$ cat src/rtl/bldc_supervised_driver_pkg.sv
// Shared BLDC types: rotation direction, hall codes and supervisor states,
// plus the microsecond-to-cycle conversion used by the timers.
package bldc_supervised_driver_pkg;

    typedef enum logic [1:0] {
        DIR_NONE = 2'd0,
        DIR_CW   = 2'd1,
        DIR_CCW  = 2'd2
    } rotation_direction_t;

    typedef enum logic [2:0] {
        HALL_INVALID_0 = 3'd0,
        HALL_S1        = 3'd1,
        HALL_S2        = 3'd2,
        HALL_S3        = 3'd3,
        HALL_S4        = 3'd4,
        HALL_S5        = 3'd5,
        HALL_S6        = 3'd6,
        HALL_INVALID_7 = 3'd7
    } hall_states_t;

    typedef enum logic [2:0] {
        ST_IDLE       = 3'd0,
        ST_RAMP       = 3'd1,
        ST_RUN        = 3'd2,
        ST_STOP       = 3'd3,
        ST_GATE_RESET = 3'd4,
        ST_HOLDOFF    = 3'd5,
        ST_LOCKOUT    = 3'd6,
        ST_ERROR      = 3'd7
    } supervisor_state_t;

    localparam int HZ_PER_MHZ = 1_000_000;
    localparam int US_PER_MS  = 1_000;

    // Assumes sys_clk is an integer number of MHz.
    function automatic int us_to_cycles(input int clk_freq_hz, input int period_us);
        return (clk_freq_hz / HZ_PER_MHZ) * period_us;
    endfunction

endpackage

$ cat src/rtl/bldc_supervised_driver_tick_gen.sv
// Microsecond-parametrised prescaler: one-cycle tick every period_us, restartable.
// Restart wins over the tick so a restart in the expiry cycle re-arms the full period.
module bldc_tick_gen
    import bldc_supervised_driver_pkg::*;
#(
    parameter int clk_freq_hz = 54_000_000,
    parameter int period_us   = 1
) (
    input  logic sys_clk,
    input  logic reset_n,
    input  logic restart,
    output logic tick
);

    localparam int PERIOD_CYCLES = us_to_cycles(clk_freq_hz, period_us);
    localparam int CNT_W = (PERIOD_CYCLES > 1) ? $clog2(PERIOD_CYCLES) : 1;
    localparam logic [CNT_W-1:0] LAST = CNT_W'(PERIOD_CYCLES - 1);

    logic [CNT_W-1:0] count_r;

    assign tick = !restart && (count_r == LAST);

    // Cycle counter, cleared on restart and on each expiry.
    always_ff @(posedge sys_clk or negedge reset_n) begin
        if (!reset_n) begin
            count_r <= {CNT_W{1'b0}};
        end else if (restart || (count_r == LAST)) begin
            count_r <= {CNT_W{1'b0}};
        end else begin
            count_r <= count_r + CNT_W'(1);
        end
    end

endmodule

$ cat src/rtl/bldc_supervised_driver.sv
// BLDC supervisor: ramps duty, forces a stop before reversal, detects stalls,
// and retries gate-driver faults a bounded number of times before locking out.
module bldc_supervised_driver
    import bldc_supervised_driver_pkg::*;
#(
    parameter int clk_freq_hz      = 54_000_000,
    parameter int duty_width       = 10,
    parameter int ramp_step        = 1,
    parameter int ramp_interval_us = 100,
    parameter int stall_timeout_ms = 50,
    parameter int stop_timeout_ms  = 20,
    parameter int retry_holdoff_ms = 10,
    parameter int max_retries      = 3,
    localparam int RETRY_W = (max_retries > 0) ? $clog2(max_retries + 1) : 1
) (
    input  logic                    sys_clk,
    input  logic                    reset_n,
    input  logic                    enable,
    input  rotation_direction_t     direction,
    input  logic [duty_width-1:0]   duty_target,
    input  logic                    hall_edge,
    input  logic                    hall_error,
    input  logic                    fault_n,
    input  logic                    reset_done,
    output logic [duty_width-1:0]   duty_cmd,
    output rotation_direction_t     dir_cmd,
    output logic                    pwm_enable,
    output logic                    brake,
    output logic                    gate_reset_start,
    output supervisor_state_t       state,
    output logic [RETRY_W-1:0]      retry_count,
    output logic                    lockout
);

    localparam logic [RETRY_W-1:0]  RETRY_MAX = RETRY_W'(max_retries);
    localparam logic [duty_width:0] STEP      = (duty_width + 1)'(ramp_step);

    supervisor_state_t      state_r, state_next_s;
    rotation_direction_t    dir_cmd_r, dir_next_s;
    logic [duty_width-1:0]  duty_cmd_r, duty_next_s, duty_stepped_s;
    logic [RETRY_W-1:0]     retry_count_r, retry_next_s;
    logic                   pwm_enable_r, brake_r, grs_r, lockout_r;
    logic                   grs_next_s, fault_req_s, active_s;
    logic                   ramp_tick_s, stall_tick_s, quiet_tick_s, holdoff_tick_s;
    logic                   ramp_restart_s, stall_restart_s, quiet_restart_s, holdoff_restart_s;

    // Moves cur one step toward tgt without overshooting or wrapping.
    function automatic logic [duty_width-1:0] ramp_toward(
        input logic [duty_width-1:0] cur,
        input logic [duty_width-1:0] tgt
    );
        logic [duty_width:0] gap;
        if (cur < tgt) begin
            gap = {1'b0, tgt} - {1'b0, cur};
            ramp_toward = (gap > STEP) ? cur + STEP[duty_width-1:0] : tgt;
        end else if (cur > tgt) begin
            gap = {1'b0, cur} - {1'b0, tgt};
            ramp_toward = (gap > STEP) ? cur - STEP[duty_width-1:0] : tgt;
        end else begin
            ramp_toward = cur;
        end
    endfunction

    assign active_s          = (state_r == ST_RAMP) || (state_r == ST_RUN);
    assign ramp_restart_s    = !active_s;
    assign stall_restart_s   = !active_s || (duty_cmd_r == {duty_width{1'b0}}) || hall_edge;
    assign quiet_restart_s   = (state_r != ST_STOP) || hall_edge;
    assign holdoff_restart_s = (state_r != ST_HOLDOFF);

    bldc_tick_gen #(.clk_freq_hz(clk_freq_hz), .period_us(ramp_interval_us)) u_ramp_tick (
        .sys_clk(sys_clk), .reset_n(reset_n), .restart(ramp_restart_s), .tick(ramp_tick_s)
    );
    bldc_tick_gen #(.clk_freq_hz(clk_freq_hz), .period_us(stall_timeout_ms * US_PER_MS)) u_stall_tick (
        .sys_clk(sys_clk), .reset_n(reset_n), .restart(stall_restart_s), .tick(stall_tick_s)
    );
    bldc_tick_gen #(.clk_freq_hz(clk_freq_hz), .period_us(stop_timeout_ms * US_PER_MS)) u_quiet_tick (
        .sys_clk(sys_clk), .reset_n(reset_n), .restart(quiet_restart_s), .tick(quiet_tick_s)
    );
    bldc_tick_gen #(.clk_freq_hz(clk_freq_hz), .period_us(retry_holdoff_ms * US_PER_MS)) u_holdoff_tick (
        .sys_clk(sys_clk), .reset_n(reset_n), .restart(holdoff_restart_s), .tick(holdoff_tick_s)
    );

    assign duty_stepped_s = ramp_tick_s ? ramp_toward(duty_cmd_r, duty_target) : duty_cmd_r;

    // Next-state and next-output decode; duty is forced to zero outside RAMP/RUN.
    always_comb begin
        state_next_s = state_r;
        duty_next_s  = {duty_width{1'b0}};
        dir_next_s   = dir_cmd_r;
        retry_next_s = retry_count_r;
        grs_next_s   = 1'b0;
        fault_req_s  = 1'b0;
        case (state_r)
            ST_IDLE: begin
                if (hall_error) begin
                    state_next_s = ST_ERROR;
                end else if (enable && (direction != DIR_NONE)) begin
                    dir_next_s   = direction;
                    state_next_s = ST_RAMP;
                end else if (!enable) begin
                    retry_next_s = {RETRY_W{1'b0}};
                end else begin
                    state_next_s = ST_IDLE;
                end
            end
            ST_RAMP, ST_RUN: begin
                if (hall_error) begin
                    state_next_s = ST_ERROR;
                end else if (!fault_n || stall_tick_s) begin
                    fault_req_s = 1'b1;
                end else if (!enable || (direction != dir_cmd_r)) begin
                    state_next_s = ST_STOP;
                end else begin
                    duty_next_s = duty_stepped_s;
                    if ((state_r == ST_RAMP) && (duty_stepped_s == duty_target)) begin
                        state_next_s = ST_RUN;
                    end else begin
                        state_next_s = state_r;
                    end
                end
            end
            ST_STOP: begin
                if (quiet_tick_s) begin
                    state_next_s = ST_IDLE;
                    dir_next_s   = DIR_NONE;
                end else begin
                    state_next_s = ST_STOP;
                end
            end
            ST_GATE_RESET: begin
                if (reset_done) begin
                    state_next_s = ST_HOLDOFF;
                end else begin
                    state_next_s = ST_GATE_RESET;
                end
            end
            ST_HOLDOFF: begin
                if (!holdoff_tick_s) begin
                    state_next_s = ST_HOLDOFF;
                end else if (!fault_n) begin
                    fault_req_s = 1'b1;
                end else if (enable && (direction == dir_cmd_r) && !hall_error) begin
                    state_next_s = ST_RAMP;
                end else begin
                    state_next_s = ST_STOP;
                end
            end
            ST_LOCKOUT: begin
                if (!enable) begin
                    state_next_s = ST_IDLE;
                    retry_next_s = {RETRY_W{1'b0}};
                end else begin
                    state_next_s = ST_LOCKOUT;
                end
            end
            ST_ERROR: begin
                if (!hall_error) begin
                    state_next_s = ST_IDLE;
                end else begin
                    state_next_s = ST_ERROR;
                end
            end
            default: begin
                state_next_s = ST_IDLE;
            end
        endcase
        if (fault_req_s) begin
            if (retry_count_r == RETRY_MAX) begin
                state_next_s = ST_LOCKOUT;
            end else begin
                retry_next_s = retry_count_r + RETRY_W'(1);
                grs_next_s   = 1'b1;
                state_next_s = ST_GATE_RESET;
            end
        end else begin
            grs_next_s = 1'b0;
        end
    end

    // State and output registers; flags decode from the next state so they align with it.
    always_ff @(posedge sys_clk or negedge reset_n) begin
        if (!reset_n) begin
            state_r       <= ST_IDLE;
            duty_cmd_r    <= {duty_width{1'b0}};
            dir_cmd_r     <= DIR_NONE;
            retry_count_r <= {RETRY_W{1'b0}};
            pwm_enable_r  <= 1'b0;
            brake_r       <= 1'b0;
            grs_r         <= 1'b0;
            lockout_r     <= 1'b0;
        end else begin
            state_r       <= state_next_s;
            duty_cmd_r    <= duty_next_s;
            dir_cmd_r     <= dir_next_s;
            retry_count_r <= retry_next_s;
            pwm_enable_r  <= (state_next_s == ST_RAMP) || (state_next_s == ST_RUN);
            brake_r       <= (state_next_s == ST_STOP);
            grs_r         <= grs_next_s;
            lockout_r     <= (state_next_s == ST_LOCKOUT);
        end
    end

    assign state            = state_r;
    assign duty_cmd         = duty_cmd_r;
    assign dir_cmd          = dir_cmd_r;
    assign retry_count      = retry_count_r;
    assign pwm_enable       = pwm_enable_r;
    assign brake            = brake_r;
    assign gate_reset_start = grs_r;
    assign lockout          = lockout_r;

endmodule
$ cat config.mk
export PLATFORM = sky130hd
export DESIGN_NAME = bldc_supervised_driver
export DESIGN_NICKNAME = d
export VERILOG_FILES = /design/src/rtl/bldc_supervised_driver_pkg.sv /design/src/rtl/bldc_supervised_driver_tick_gen.sv /design/src/rtl/bldc_supervised_driver.sv
export SDC_FILE = /design/constraint.sdc
export NUM_CORES = 1
export LEC_CHECK = 0
export CORE_AREA = 2 2 160 162
export DETAILED_ROUTE_END_ITERATION = 8
export DIE_AREA = 0 0 162 164
export PLACE_DENSITY = 0.47
export SLEW_MARGIN = 20
export SYNTH_ARGS = -nofsm -noshare
export SYNTH_HDL_FRONTEND = slang
export SYNTH_SLANG_ARGS = --single-unit
$ cat constraint.sdc
create_clock -name sys_clk -period 5.54 [get_ports sys_clk]
set_input_delay 0.831 -clock sys_clk [delete_from_list [all_inputs] [get_ports sys_clk]]
set_output_delay 0.831 -clock sys_clk [all_outputs]
set_load 0.01 [all_outputs]
After elaboration in Yosys (flattened, before gate mapping)
Cells that the tools add are included.

storage, ports and cells
  RAM bits = 0
  bits in read-only memories = 0
  output and inout bits = 21
  bits in registers = 97
  memories = 0
  bits of input ports = 19
  bits in latches = 0
  logic and storage cells = 128

operators by class
  divide/modulo/power cells = 0
  add/sub/neg operators = 9
  equal/unequal tests = 24
  reductions and logical operators = 32
  multipliers = 0
  order comparisons = 4
  shift operators = 0
  bitwise gates (word level) = 0
  mux-type cells = 47

operators by type and width
  kind                                                                               number
  10-bit two-way mux                                                                 9
  3-bit two-way mux                                                                  12
  22-bit by 1-bit adder with 22-bit output (second input constant)                   1
  22-bit == test (second input constant)                                             1
  11-bit by 1-bit greater-than comparator with 1-bit output (second input constant)  2
  2-bit two-way mux                                                                  11
  22-bit two-way mux                                                                 1
  10-bit by 10-bit subtractor with 11-bit output                                     2
  21-bit by 1-bit adder with 21-bit output (second input constant)                   1
  21-bit == test (second input constant)                                             1
  21-bit two-way mux                                                                 1
  3-bit case mux with 7 select lines                                                 1
  20-bit by 1-bit adder with 20-bit output (second input constant)                   1
  20-bit == test (second input constant)                                             1
  20-bit two-way mux                                                                 1
  3-bit == test (second input constant)                                              5
  13-bit by 1-bit adder with 13-bit output (second input constant)                   1
  13-bit == test (second input constant)                                             1
  13-bit two-way mux                                                                 1
  3-bit by 2-bit == test with 1-bit output (second input constant)                   4
  1-bit logical OR                                                                   11
  10-bit by 1-bit adder with 10-bit output (second input constant)                   1
  10-bit == test                                                                     1
  10-bit greater-than comparator                                                     1
  other kinds (20)                                                                   44

Depth between registers and ports, before layout
  depth after elaboration = 16
  mapped depth = 17
  gate-level depth less buffers = 15

Cells and area by module
From an unflattened synthesis, not the netlist that was laid out.

second synthesis, totals
  cells, all modules = 968
  area total of the unflattened synthesis = 7820.0 um^2

modules (own cells, without submodules)
  module                           instances  area an instance (um^2)  cells an instance  sequential area each (um^2)
  bldc_supervised_driver           1          3871.2                   559                525.5
  bldc_tick_gen at u_stall_tick    1          1136.1                   120                550.5
  bldc_tick_gen at u_quiet_tick    1          1099.8                   113                525.5
  bldc_tick_gen at u_holdoff_tick  1          1031.0                   107                500.5
  bldc_tick_gen at u_ramp_tick     1          681.9                    69                 325.3

Least setup slack after synthesis
Ideal clock, no wire load.

  path type = input port to flip-flop
  start = input duty_target[6]
  end = register brake_r (netlist: brake)
  slack = 1266 ps
  stages on the path = 14
  arrival = 4153 ps
  cell sequence = clkbuf_1 > inv_1 > ha_1 > a211oi_1 > o21bai_1 > or4_4 > a21oi_2 > nor3_1 > a31o_1 > a2111o_1 > a2111oi_4 > nand4_1 > o21ba_2 > and4bb_1

between the ends
  cells in the longest elaborated chain, start to end = 15

ends and longest elaborated chain
  element                                                    RTL line                       RTL
  from (decl)                                                bldc_supervised_driver.sv:20   input logic [duty_width-1:0] duty_target,
  10-bit by 10-bit subtractor with 11-bit output             bldc_supervised_driver.sv:57   gap = {1'b0, cur} - {1'b0, tgt};
  11-bit by 1-bit greater-than comparator with 1-bit output  bldc_supervised_driver.sv:58   ramp_toward = (gap > STEP) ? cur - STEP[duty_width-1:0] : tgt;
  10-bit two-way mux                                         bldc_supervised_driver.sv:58
  10-bit two-way mux                                         bldc_supervised_driver.sv:56   end else if (cur > tgt) begin
  10-bit two-way mux                                         bldc_supervised_driver.sv:53   if (cur < tgt) begin
  10-bit two-way mux                                         bldc_supervised_driver.sv:83   assign duty_stepped_s = ramp_tick_s ? ramp_toward(duty_cmd_r, duty_target) : duty_cmd_r;
  10-bit == test (*)                                         bldc_supervised_driver.sv:115  if ((state_r == ST_RAMP) && (duty_stepped_s == duty_target)) begin
  1-bit logical AND (*)                                      bldc_supervised_driver.sv:115
  3-bit two-way mux (*)                                      bldc_supervised_driver.sv:115
  3-bit two-way mux (*)                                      bldc_supervised_driver.sv:111  end else if (!enable || (direction != dir_cmd_r)) begin
  3-bit two-way mux (*)                                      bldc_supervised_driver.sv:109  end else if (!fault_n || stall_tick_s) begin
  3-bit two-way mux (*)                                      bldc_supervised_driver.sv:107  if (hall_error) begin
  3-bit case mux with 7 select lines (*)                     bldc_supervised_driver.sv:93   case (state_r)
  3-bit two-way mux (*)                                      bldc_supervised_driver.sv:167  if (fault_req_s) begin
  named net state_next_s[0]                                  bldc_supervised_driver.sv:38   supervisor_state_t state_r, state_next_s;
  3-bit by 2-bit == test with 1-bit output (*)               bldc_supervised_driver.sv:197  brake_r <= (state_next_s == ST_STOP);
  to (signal assigned)                                       bldc_supervised_driver.sv:197
  to (decl)                                                  bldc_supervised_driver.sv:42   logic pwm_enable_r, brake_r, grs_r, lockout_r;

The timed path passes the listed nets; every way through them passes the cells marked *.
A chain may end at the register's enable or synchronous reset.

Worst setup path after layout
  start = input duty_target[2]
  end = register brake_r (netlist: brake)

The elaborated chain is that of the path after synthesis.

==> flow_summary.ini <==
[run_status]
outcome = complete, no violations

[clocking]
cts-root-buf = clkbuf_16
holdBufCountCts = 0
h-tree-depth = 3
cts_buffer_depth = 2
clk_latency_ns = 0.36
cts.sinks = 97
path_clk_slew_ns = 0.07
cts_setup_buffers = 0
cts_buffers = 9
cts_tree = yes
cts_resized = 0

[final_layout]
stdcell_area_sq_um = 8531
num-fill-cells = 2618
fin_cells = 1279
layout-area-overhead-vs-synth_pct = 16.17
drive_gt1_frac = 0.07692
diodes = 0
final_cell_mix = nor2_1, dfrtp_1, nand2_1
layout_commonest_cell = nor2_1
final_nets = 992

[routing]
drt_wl_total_um = 22060
vias = 6798
first_iter_violations = 499
via_per_inst = 5.315
wl_per_cell_um = 17.24
drc = 0
drt_first_pass_iters = 5
detail-route-antenna-nets = 0

[grt]
grt_pass1_vias = 6487
grt_usage = 0.1700
grt_pass1_wl_um = 35800
grt_max_degree = 61
gr-total-overflow = 0
antenna_found_initial = 0

[sta]
tns_ns = 0
fin_ws_ns = 0.6837
skew_ns = 0.005810
rsz0062_at_grt = no
period_minus_slack_ns = 4.856
slew_headroom = 0.4334
max_freq_mhz = 205.9
hold_viol = 0
setup_viol = 0
fin_crit_sh = 0.8766
slew_viol_final = 0
worst_hold_slack_ns = 0.4799
tightest_slew_ns = 0.8498

[synth]
synth_edf_count = 0
synthArstFlopShare = 1.000
yosys_warnings = 0
ys.flop_type = dfrtp_1
synth_seq_area_share = 0.3306
synth_nets = 949
synth_cells = 901
synthesis.area_sq_um = 7343
synth.distinct_cells = 83
avgSynthCellArea_sq_um = 8.150
synth_top_area_cell = dfrtp_1
yosys_register_bits = 97
yosysTopAreaCellShare = 0.3306
synthTopCellsByArea = dfrtp_1, nor2_1, xnor2_1, xor2_1, ha_1

[place]
place.gp.congestion = 0.9300
place_area_sq_um = 8232
hpwl_um = 16220
dp_cells = 1263
io_buffers = 39
post-place-ws_ns = 0.3333

[die]
die_w_um = 162
core-area_sq_um = 24820
fp.dieH_um = 164
start_util = 0.2959
rows = 58
io_pins = 40
die_area_sq_um = 26570

[min_path]
holdPathStages = 1
hold_path_class = flip-flop to flip-flop

[power_and_ir_drop]
vdd_ir_drop_max_v = 0.0001861
powerDensity_nw_per_um2 = 227.9
leakage_nw = 3.346

[worst_setup_path]
critPathArrivalTime_ns = 5.11
crit_type = primary input to flip-flop
regToRegSetupSlack_ns = 1.05
end_kind = flip-flop
reg2regPathDepth = 14
cp-start-kind = primary input
critPathMaxFanout = 11
crit_required_ns = 5.79

[run]
cap_violations = 0
## sequential cells by signal, indices dropped and copies added, names as in the netlist
signal and count:
duty_cmd 10, u_ramp_tick.count_r 13, dir_cmd 2, lockout 1, u_stall_tick.count_r 22, state 3
pwm_enable 1, retry_count 2, u_holdoff_tick.count_r 20, brake 1, gate_reset_start 1, u_quiet_tick.count_r 21
## critical path: stages
cell             delay, ns
clkdlybuf4s50_1       0.55
inv_1                 0.10
ha_1                  0.46
nor2b_4               0.19
o21a_1                0.19
or4_4                 0.50
a221oi_4              0.28
nand4b_4              0.23
buf_4                 0.25
a311oi_1              0.38
nand4_1               0.20
a2111oi_4             0.35
nand4_1               0.14
o21ba_2               0.26
and4bb_1              0.21
## cell usage after synthesis, types with 12 or more instances
cell type and instances:
nand4_1 22, nor2_1 137, inv_1 38, nor4_1 12
nand3_1 59, clkbuf_1 31, dfrtp_1 97, xnor2_1 40
nor3_1 24, or3_1 15, o21ai_0 39, nand2_1 71
xor2_1 39, a21oi_1 53, ha_1 27, and3_1 20
## routing by layer
metal  vias up  part of all wire  GRT usage  wire, um
li1       3320                 -          -         -
met1      3212              0.48     0.2442     10590
met2       217              0.43     0.2524      9581
met3        49             0.056    0.03384      1235
met4         0             0.029    0.06154       647
met5         -                 0          0         0
## final cells by class
class | count | area (sq um) | area share
clock inverter | 4 | 32.53 | 0.003813
timing repair buffer | 73 | 643.1 | 0.07539
multi-input combinational | 724 | 4602 | 0.5395
sequential | 97 | 2427 | 0.2845
inverter | 39 | 146.4 | 0.01716
tap | 330 | 412.9 | 0.04840
clock buffer | 12 | 266.5 | 0.03124
## power by group
part           internal (mW)  leakage (nW)  switching, mW
combinational          0.208          1.86          0.276
clock                  0.346         0.147          0.293
sequential             0.750          1.34         0.0716
total                   1.30          3.35          0.641
## final timing paths
kind | start | to
min | u_quiet_tick.count_r[0]$_DFF_PN0_ | u_quiet_tick.count_r[0]$_DFF_PN0_
max in group asynchronous | reset_n | state[0]$_DFF_PN0_
max reg2reg | duty_cmd[1]$_DFF_PN0_ | brake$_DFF_PN0_
min reg2reg | u_quiet_tick.count_r[0]$_DFF_PN0_ | u_quiet_tick.count_r[0]$_DFF_PN0_
max | duty_target[2] | brake$_DFF_PN0_
min in group asynchronous | reset_n | u_holdoff_tick.count_r[12]$_DFF_PN0_
## metrics by stage
| step | utilization | total power [mW] |
|---|---|---|
| final | 0.3437 | 1.944 |
| after global routing | 0.3437 | 2.071 |
| after CTS | 0.3437 | 1.977 |
| after detailed placement | 0.3317 | 1.327 |
| after global placement | 0.3317 | 1.330 |
| after floorplan | - | 1.138 |
## logic make-up (layout without fill, tap and decap cells)
kind of cell,Yosys count,count (layout),synth area share
AND/OR/NAND/NOR,421,421,0.2936
AO/OA/AOI/OAI,186,186,0.1746
flip-flops,97,97,0.3306
buffers and inverters,80,128,0.04328
XOR/XNOR,79,79,0.09422
adder cells (fa/ha/maj),29,29,0.05146
multiplexers,9,9,0.01227
Power figures use the tool's default switching activity.
